### src/rtl/hack_boot_loader.sv
// Hack CPU boot loader: receives a count header and program words over a byte link, writes them into ROM, then releases the CPU.
// Optional trailing 16-bit checksum check when HACK_BOOT_CHECKSUM_EN is defined.
module hack_boot_loader #(
  parameter int ADDR_W    = 15,
  parameter int MAX_WORDS = 32768
) (
  input  logic              i_clk,
  input  logic              i_reset_n,
  input  logic [7:0]        i_rx_data,
  input  logic              i_rx_valid,
  output logic              o_rx_ready,
  input  logic              i_start,
  output logic [ADDR_W-1:0] o_rom_addr,
  output logic [15:0]       o_rom_wdata,
  output logic              o_rom_we,
  output logic              o_cpu_reset,
  output logic              o_busy,
  output logic              o_done,
  output logic              o_error
);

  typedef enum logic [3:0] {
    S_HDR_HI, S_HDR_LO, S_DATA_HI, S_DATA_LO, S_WRITE, S_RUN, S_ERR
`ifdef HACK_BOOT_CHECKSUM_EN
    , S_CHK_HI, S_CHK_LO
`endif
  } state_t;

  localparam logic [16:0] MAX_W17 = 17'(MAX_WORDS);

  state_t            r_state, w_state;
  logic [15:0]       r_count, w_count;
  logic [15:0]       r_idx,   w_idx;
  logic [7:0]        r_hold,  w_hold;
  logic [ADDR_W-1:0] r_rom_addr, w_rom_addr;
  logic [15:0]       r_rom_wdata, w_rom_wdata;
  logic              r_rx_ready, w_rx_ready;
  logic              r_rom_we, r_cpu_reset, r_busy, r_done, r_error;
  logic              w_xfer;
  logic [15:0]       w_idx_inc;
`ifdef HACK_BOOT_CHECKSUM_EN
  logic [15:0]       r_sum, w_sum;
`endif

  assign w_xfer    = i_rx_valid & r_rx_ready;
  assign w_idx_inc = r_idx + 16'd1;

  always_ff @(posedge i_clk or negedge i_reset_n) begin
    if (!i_reset_n) r_state <= S_HDR_HI;
    else            r_state <= w_state;
  end

  always_comb begin
    w_state     = r_state;
    w_count     = r_count;
    w_idx       = r_idx;
    w_hold      = r_hold;
    w_rom_addr  = r_rom_addr;
    w_rom_wdata = r_rom_wdata;
`ifdef HACK_BOOT_CHECKSUM_EN
    w_sum       = r_sum;
`endif
    case (r_state)
      S_HDR_HI: if (w_xfer) begin
        w_count = {i_rx_data, r_count[7:0]};
        w_state = S_HDR_LO;
      end
      S_HDR_LO: if (w_xfer) begin
        w_count = {r_count[15:8], i_rx_data};
        if (w_count == 16'd0 || {1'b0, w_count} > MAX_W17) w_state = S_ERR;
        else                                               w_state = S_DATA_HI;
      end
      S_DATA_HI: if (w_xfer) begin
        w_hold  = i_rx_data;
        w_state = S_DATA_LO;
      end
      // Address/data are latched here so they are already stable while WRITE drives rom_we.
      S_DATA_LO: if (w_xfer) begin
        w_rom_addr  = r_idx[ADDR_W-1:0];
        w_rom_wdata = {r_hold, i_rx_data};
        w_state     = S_WRITE;
      end
      S_WRITE: begin
        w_idx = w_idx_inc;
`ifdef HACK_BOOT_CHECKSUM_EN
        w_sum = r_sum + r_rom_wdata;
        w_state = (w_idx_inc == r_count) ? S_CHK_HI : S_DATA_HI;
`else
        w_state = (w_idx_inc == r_count) ? S_RUN : S_DATA_HI;
`endif
      end
`ifdef HACK_BOOT_CHECKSUM_EN
      S_CHK_HI: if (w_xfer) begin
        w_hold  = i_rx_data;
        w_state = S_CHK_LO;
      end
      S_CHK_LO: if (w_xfer) begin
        w_state = ({r_hold, i_rx_data} == r_sum) ? S_RUN : S_ERR;
      end
`endif
      S_RUN, S_ERR: if (i_start) begin
        w_state = S_HDR_HI;
        w_idx   = 16'd0;
        w_count = 16'd0;
`ifdef HACK_BOOT_CHECKSUM_EN
        w_sum   = 16'd0;
`endif
      end
      default: w_state = S_HDR_HI;
    endcase

    case (w_state)
      S_HDR_HI, S_HDR_LO, S_DATA_HI, S_DATA_LO: w_rx_ready = 1'b1;
`ifdef HACK_BOOT_CHECKSUM_EN
      S_CHK_HI, S_CHK_LO:                       w_rx_ready = 1'b1;
`endif
      default:                                  w_rx_ready = 1'b0;
    endcase
  end

  // Outputs are registered from the next state so they line up with the state they describe.
  always_ff @(posedge i_clk or negedge i_reset_n) begin
    if (!i_reset_n) begin
      r_count     <= 16'd0;
      r_idx       <= 16'd0;
      r_hold      <= 8'd0;
      r_rom_addr  <= '0;
      r_rom_wdata <= 16'd0;
      r_rx_ready  <= 1'b1;
      r_rom_we    <= 1'b0;
      r_cpu_reset <= 1'b1;
      r_busy      <= 1'b1;
      r_done      <= 1'b0;
      r_error     <= 1'b0;
`ifdef HACK_BOOT_CHECKSUM_EN
      r_sum       <= 16'd0;
`endif
    end else begin
      r_count     <= w_count;
      r_idx       <= w_idx;
      r_hold      <= w_hold;
      r_rom_addr  <= w_rom_addr;
      r_rom_wdata <= w_rom_wdata;
      r_rx_ready  <= w_rx_ready;
      r_rom_we    <= (w_state == S_WRITE);
      r_cpu_reset <= (w_state != S_RUN);
      r_busy      <= (w_state != S_RUN) && (w_state != S_ERR);
      r_done      <= (w_state == S_RUN);
      r_error     <= (w_state == S_ERR);
`ifdef HACK_BOOT_CHECKSUM_EN
      r_sum       <= w_sum;
`endif
    end
  end

  assign o_rx_ready  = r_rx_ready;
  assign o_rom_addr  = r_rom_addr;
  assign o_rom_wdata = r_rom_wdata;
  assign o_rom_we    = r_rom_we;
  assign o_cpu_reset = r_cpu_reset;
  assign o_busy      = r_busy;
  assign o_done      = r_done;
  assign o_error     = r_error;

endmodule
### config.mk
export PLATFORM = sky130hd
export DESIGN_NAME = hack_boot_loader
export DESIGN_NICKNAME = d
export VERILOG_FILES = /design/src/rtl/hack_boot_loader.sv
export SDC_FILE = /design/constraint.sdc
export NUM_CORES = 1
export LEC_CHECK = 0
export BUFFER_PORTS_ARGS = -buffer_cell sky130_fd_sc_hd__buf_4
export CELL_PAD_IN_SITES_DETAIL_PLACEMENT = 2
export CELL_PAD_IN_SITES_GLOBAL_PLACEMENT = 2
export CORE_MARGIN = 8
export CORE_UTILIZATION = 35
export CTS_CLUSTER_DIAMETER = 60
export DETAILED_ROUTE_END_ITERATION = 10
export GPL_TIMING_DRIVEN = 0
export PLACE_DENSITY_LB_ADDON = 0.1
export SKIP_LAST_GASP = 1
export SYNTH_ARGS = -nofsm -noshare
export SYNTH_HDL_FRONTEND = slang
export SYNTH_SLANG_ARGS = --single-unit
### constraint.sdc
create_clock -name i_clk -period 2.89 [get_ports i_clk]
set_input_delay 0.7225 -clock i_clk [delete_from_list [all_inputs] [get_ports i_clk]]
set_output_delay 0.7225 -clock i_clk [all_outputs]
set_load 0.02 [all_outputs]
* Word level (Yosys, flattened, before mapping)
Cells that the tools add are included.
** Storage, ports and cells
- Bits in registers :: 81
- Logic and storage cells :: 65
- Output and inout port bits :: 37
** Operators by class
- Equality and inequality tests :: 18
- Reduce and logical (&&, ||, !) cells :: 15
- Add/subtract/negate cells :: 1
- Magnitude comparators :: 1
- Muxes and demuxes :: 14
- Bitwise operators :: 3
** Operators by type and width (count)
- 16-bit one-hot mux with 3 select lines :: 1
- 16-bit 2-to-1 mux :: 2
- 16-bit one-hot mux with 2 select lines :: 1
- 4-bit by 3-bit == test with 1-bit output, second input constant :: 6
- 4-bit one-hot mux with 6 select lines :: 1
- 4-bit 2-to-1 mux :: 5
- 16-bit by 1-bit adder with 16-bit output, second input constant :: 1
- 16-bit == test :: 1
- 4-bit by 2-bit == test with 1-bit output, second input constant :: 4
- 16-bit > comparator, second input constant :: 1
- 16-bit zero test :: 1
- 4-bit by 1-bit == test with 1-bit output, second input constant :: 2
- 4-bit zero test :: 2
- 8-bit 2-to-1 mux :: 1
- 4-bit by 3-bit != test with 1-bit output, second input constant :: 2
- 4-bit AND reduction :: 2
- 3-bit 2-to-1 mux :: 2
- 2-bit != test, second input constant :: 3
- 2-bit AND reduction :: 3
- 2-bit nonzero test :: 3
- 4-bit OR reduction :: 1
- 1-bit NOT :: 2
- 2-bit OR reduction :: 1
- 1-bit bitwise AND :: 1
- other kinds (3) :: 3

* Longest topological paths before layout
- Word-level depth :: 8
- Gate-level depth with buffers :: 9

* Worst setup path after synthesis
OpenSTA, ideal clock, no wires.
- Path type :: reg2reg
- Start point :: reg r_idx[1]
- End point :: reg r_done, in the netlist o_done
- Path buffers :: 2
- Period minus slack after synthesis :: 2.340 ns
- Path slack :: 0.550 ns
- Data arrival time :: 2.265 ns
- Cell stages (with the launch flop) :: 10
- Path through :: dfrtp_1 > ha_1 > and4_1 > clkbuf_1 > and2_1 > clkbuf_1 > o2bb2ai_1 > o211ai_1 > or4_4 > o21ai_2
** On the way
- Cells in the longest elaborated chain, start to end :: 5
** RTL lines
- start, declared :: line 33 : logic [15:0] r_idx, w_idx;
- start signal, assigned :: line 140 : r_idx <= w_idx;
- 16-bit by 1-bit adder with 16-bit output :: line 46 : assign w_idx_inc = r_idx + 16'd1;
- 16-bit == test :: line 89 : w_state = (w_idx_inc == r_count) ? S_RUN : S_DATA_HI;
- 3-bit 2-to-1 mux :: line 89
- 4-bit one-hot mux with 6 select lines :: line 63 : case (r_state)
- 4-bit by 3-bit == test with 1-bit output :: line 148 : r_done <= (w_state == S_RUN);
- end signal, assigned :: line 148
- end, declared :: line 38 : logic r_rom_we, r_cpu_reset, r_busy, r_done, r_error;
No other way between the ends.
A chain may end at the register's enable or synchronous reset.

* Final worst setup path
Ends and elaborated chain as after synthesis.

==> metrics <==
status completed; Avg Inst Size Synth 11.04 µm²; RePlAce Congestion 0.7873; share of layout cells above drive strength 1 0.3039; critical path required time around 3.2 ns; CTS HTree Levels 3; maxcap violations 0; arrival time worst endpoint just over 3 ns; CP Class reg -> reg; number of global-route vias before repair 3507; total track usage 0.1737; Syn-to-layout area delta 21.24%; DRC Markers 0; Mapped Cells 368; die height 123.8 µm; dominant synthesized flop cell dfrtp_1; Pleak 2.131 nW; final wirelength 12.41 mm; P per Cell Area just over 1000 mW/mm²; post-synthesis cell type with the largest combined area dfrtp_1; Avg WL per Cell 21.62 µm; Final setup viols 0; IO Pins 49; hold_buf cts 0; post-route clock period utilization 0.9539; peak supply drop 0.4941 mV; Max transition margin 0.2885; clock buffer depth 2; worst stage delay on the critical path slightly below 0.6 ns; Startpoint Class flop; layout filler cell count between 1000 and 1500; clk slew on worst S/H paths 0.06 ns; main combinational cell family by area after synthesis simple AND/OR/NAND/NOR gates; Initial Utilization 0.3574; final hold violation count 0; Yosys cell types 61; Post-synth ARST share 1.000; Nets 439; vias about 3200; post-DP HPWL 8.738 mm; Post-Synth XOR/XNOR Area 0.04095; 1st-iter DRT viols 113; Final Util 0.4334; largest net degree at the start of global routing 82; Layout Skew 0.01132 ns; TritonCTS Buffers 9; Sink Count 81; grt ovf 0; Synth Area in Adders 0.005542; Core Area 0.01137 mm²; Synth Area in Simple Gates 0.1589; Max FO, Critical Path 7; Period minus WS final 2.757 ns; count leader, synth dfrtp_1; fin. max-slew vios 0; CP max-delay cell or4_4; EDFF count, synth 0; worst hold slack 0.5079 ns; sequential share of the synthesized area 0.4997; ANT cells 0; mux cell area share after synthesis 0.1081; fmax 362.8 MHz; Post-synth top cells dfrtp_1 (78), mux2_2 (39), nand2_1 (34), o21ai_0 (31), clkbuf_1 (21); Clk Latency, worst-skew pair 0.35 ns; I/O Buffers 48; DIE WIDTH around 120 µm; CTS tree built; largest cells by area after synthesis dfrtp_1 (48%), mux2_2 (11%), o21ai_0 (3.8%); Synth Cell Area 0.004064 mm²; CP Capture Type flop; Compound-Gate Fraction of Synth Area 0.1419; DR pass1 iterations 4; yosys warns 0; worst path cell trace ha_1 -> and4_1 -> clkbuf_1 -> and2_2 -> o2bb2ai_1 -> o211ai_1 -> or4_4 -> o21ai_2; pin slew with the least headroom to its limit ~1.1 ns; Top Family by Delay on Critical Path simple AND/OR/NAND/NOR gates; initial antenna violation count 0; Die Area 0.01532 mm²; post-CTS setup buffer count 0; first-pass GRT wire length about 20 mm; #FFs+latches synth between 80 and 90; number of vias per cell 5.505; FP Rows 39; syn nets 381; number of buffer and inverter stages on the critical path 1; RSZ-0062 raised after global routing no; worst min path class reg -> reg; top cell type's share of synthesized area 0.4803; post-route ant nets 0; clock root buffer clkbuf_16
-- area by class of cell --
class | instances | area [µm²] | area share
plain buffers | 27 | 167.7 | 0.03403
clock buffers | 10 | 239.0 | 0.04850
clock inverters | 6 | 72.57 | 0.01473
inverters | 2 | 7.507 | 0.001524
multi-input cells | 257 | 1871 | 0.3796
flip-flops and latches | 81 | 2031 | 0.4121
well taps | 143 | 178.9 | 0.03631
repair buffers | 48 | 360.3 | 0.07313
-- cells by family after synthesis --
logic type,Yosys count
flops,81
other cells,1
simple gates,108
compound gates,88
fa+ha+maj,2
buf+inv,30
xor+xnor,19
mux,39
-- worst reg2reg max path, stage by stage, from the launching register on --
cell       delay [ns]
dfrtp_1          0.50
ha_1             0.32
and4_1           0.21
clkbuf_1         0.28
and2_2           0.31
o2bb2ai_1        0.17
o211ai_1         0.19
or4_4            0.59
o21ai_2          0.12
-- power breakdown --
part | switching (mW) | internal, mW | total (mW)
Clock | 0.502 | 0.704 | 1.21
Combinational | 1.06 | 0.900 | 1.96
Sequential | 0.377 | 1.55 | 1.92
Total | 1.94 | 3.15 | 5.09
-- cell usage in the layout, fill, tap and decap left out, types with 10 or more instances in the layout --
cell type,count
o21ai_0,31
a22o_1,10
xor2_1,10
nor2_1,11
buf_4,50
clkbuf_1,20
dfrtp_1,78
nand2_1,34
mux2_2,39
a21oi_1,12
-- final timing paths --
kind / start / endpoint / slack, ns / depth (start not counted)
max: r_idx[1] / o_done / 0.13 / 8
min: r_hold[7] / o_rom_wdata[15] / 0.51 / 1
max reg2reg: r_idx[1] / o_done / 0.13 / 8
min reg2reg: r_hold[7] / o_rom_wdata[15] / 0.51 / 1
max in group asynchronous: i_reset_n / r_hold[2] / 1.66 / 1
min in group asynchronous: i_reset_n / r_idx[2] / 0.56 / 1
-- per-layer routing --
layer	GRT usage	share of wire
met4	0.07148	0.018
met5	0	0
met1	0.2081	0.44
met3	0.03672	0.041
met2	0.2971	0.50
-- metrics by stage --
stage | setup TNS, ns | setup WS [ns] | total power, mW | instance area [µm²] | cells
floorplan | 0 | 0.5499 | 3.174 | 4064 | 368
global placement | -2.106 | -0.1388 | 3.805 | 4603 | 559
detailed placement | -3.940 | -0.2260 | 3.909 | 4603 | 559
CTS | 0 | 0.01087 | 5.158 | 4920 | 574
global route | 0 | 0.003497 | 5.407 | 4927 | 574
finish | 0 | 0.1334 | 5.087 | 4927 | 574
-- repair_timing --
action	in CTS	in global routing
endpoints found under the setup margin	7	26
pin swaps	1	0
gates resized for setup	1	2
-- flip-flops by register name (all words and copies together), names as in the netlist --
signal / count
o_rom_wdata: 16
r_hold: 8
o_rom_addr: 15
r_count: 16
r_state: 4
o_cpu_reset: 1
r_idx: 16
o_rom_we: 1
o_busy: 1
o_done: 1
o_error: 1
o_rx_ready: 1
Power figures use the tool's default switching activity.
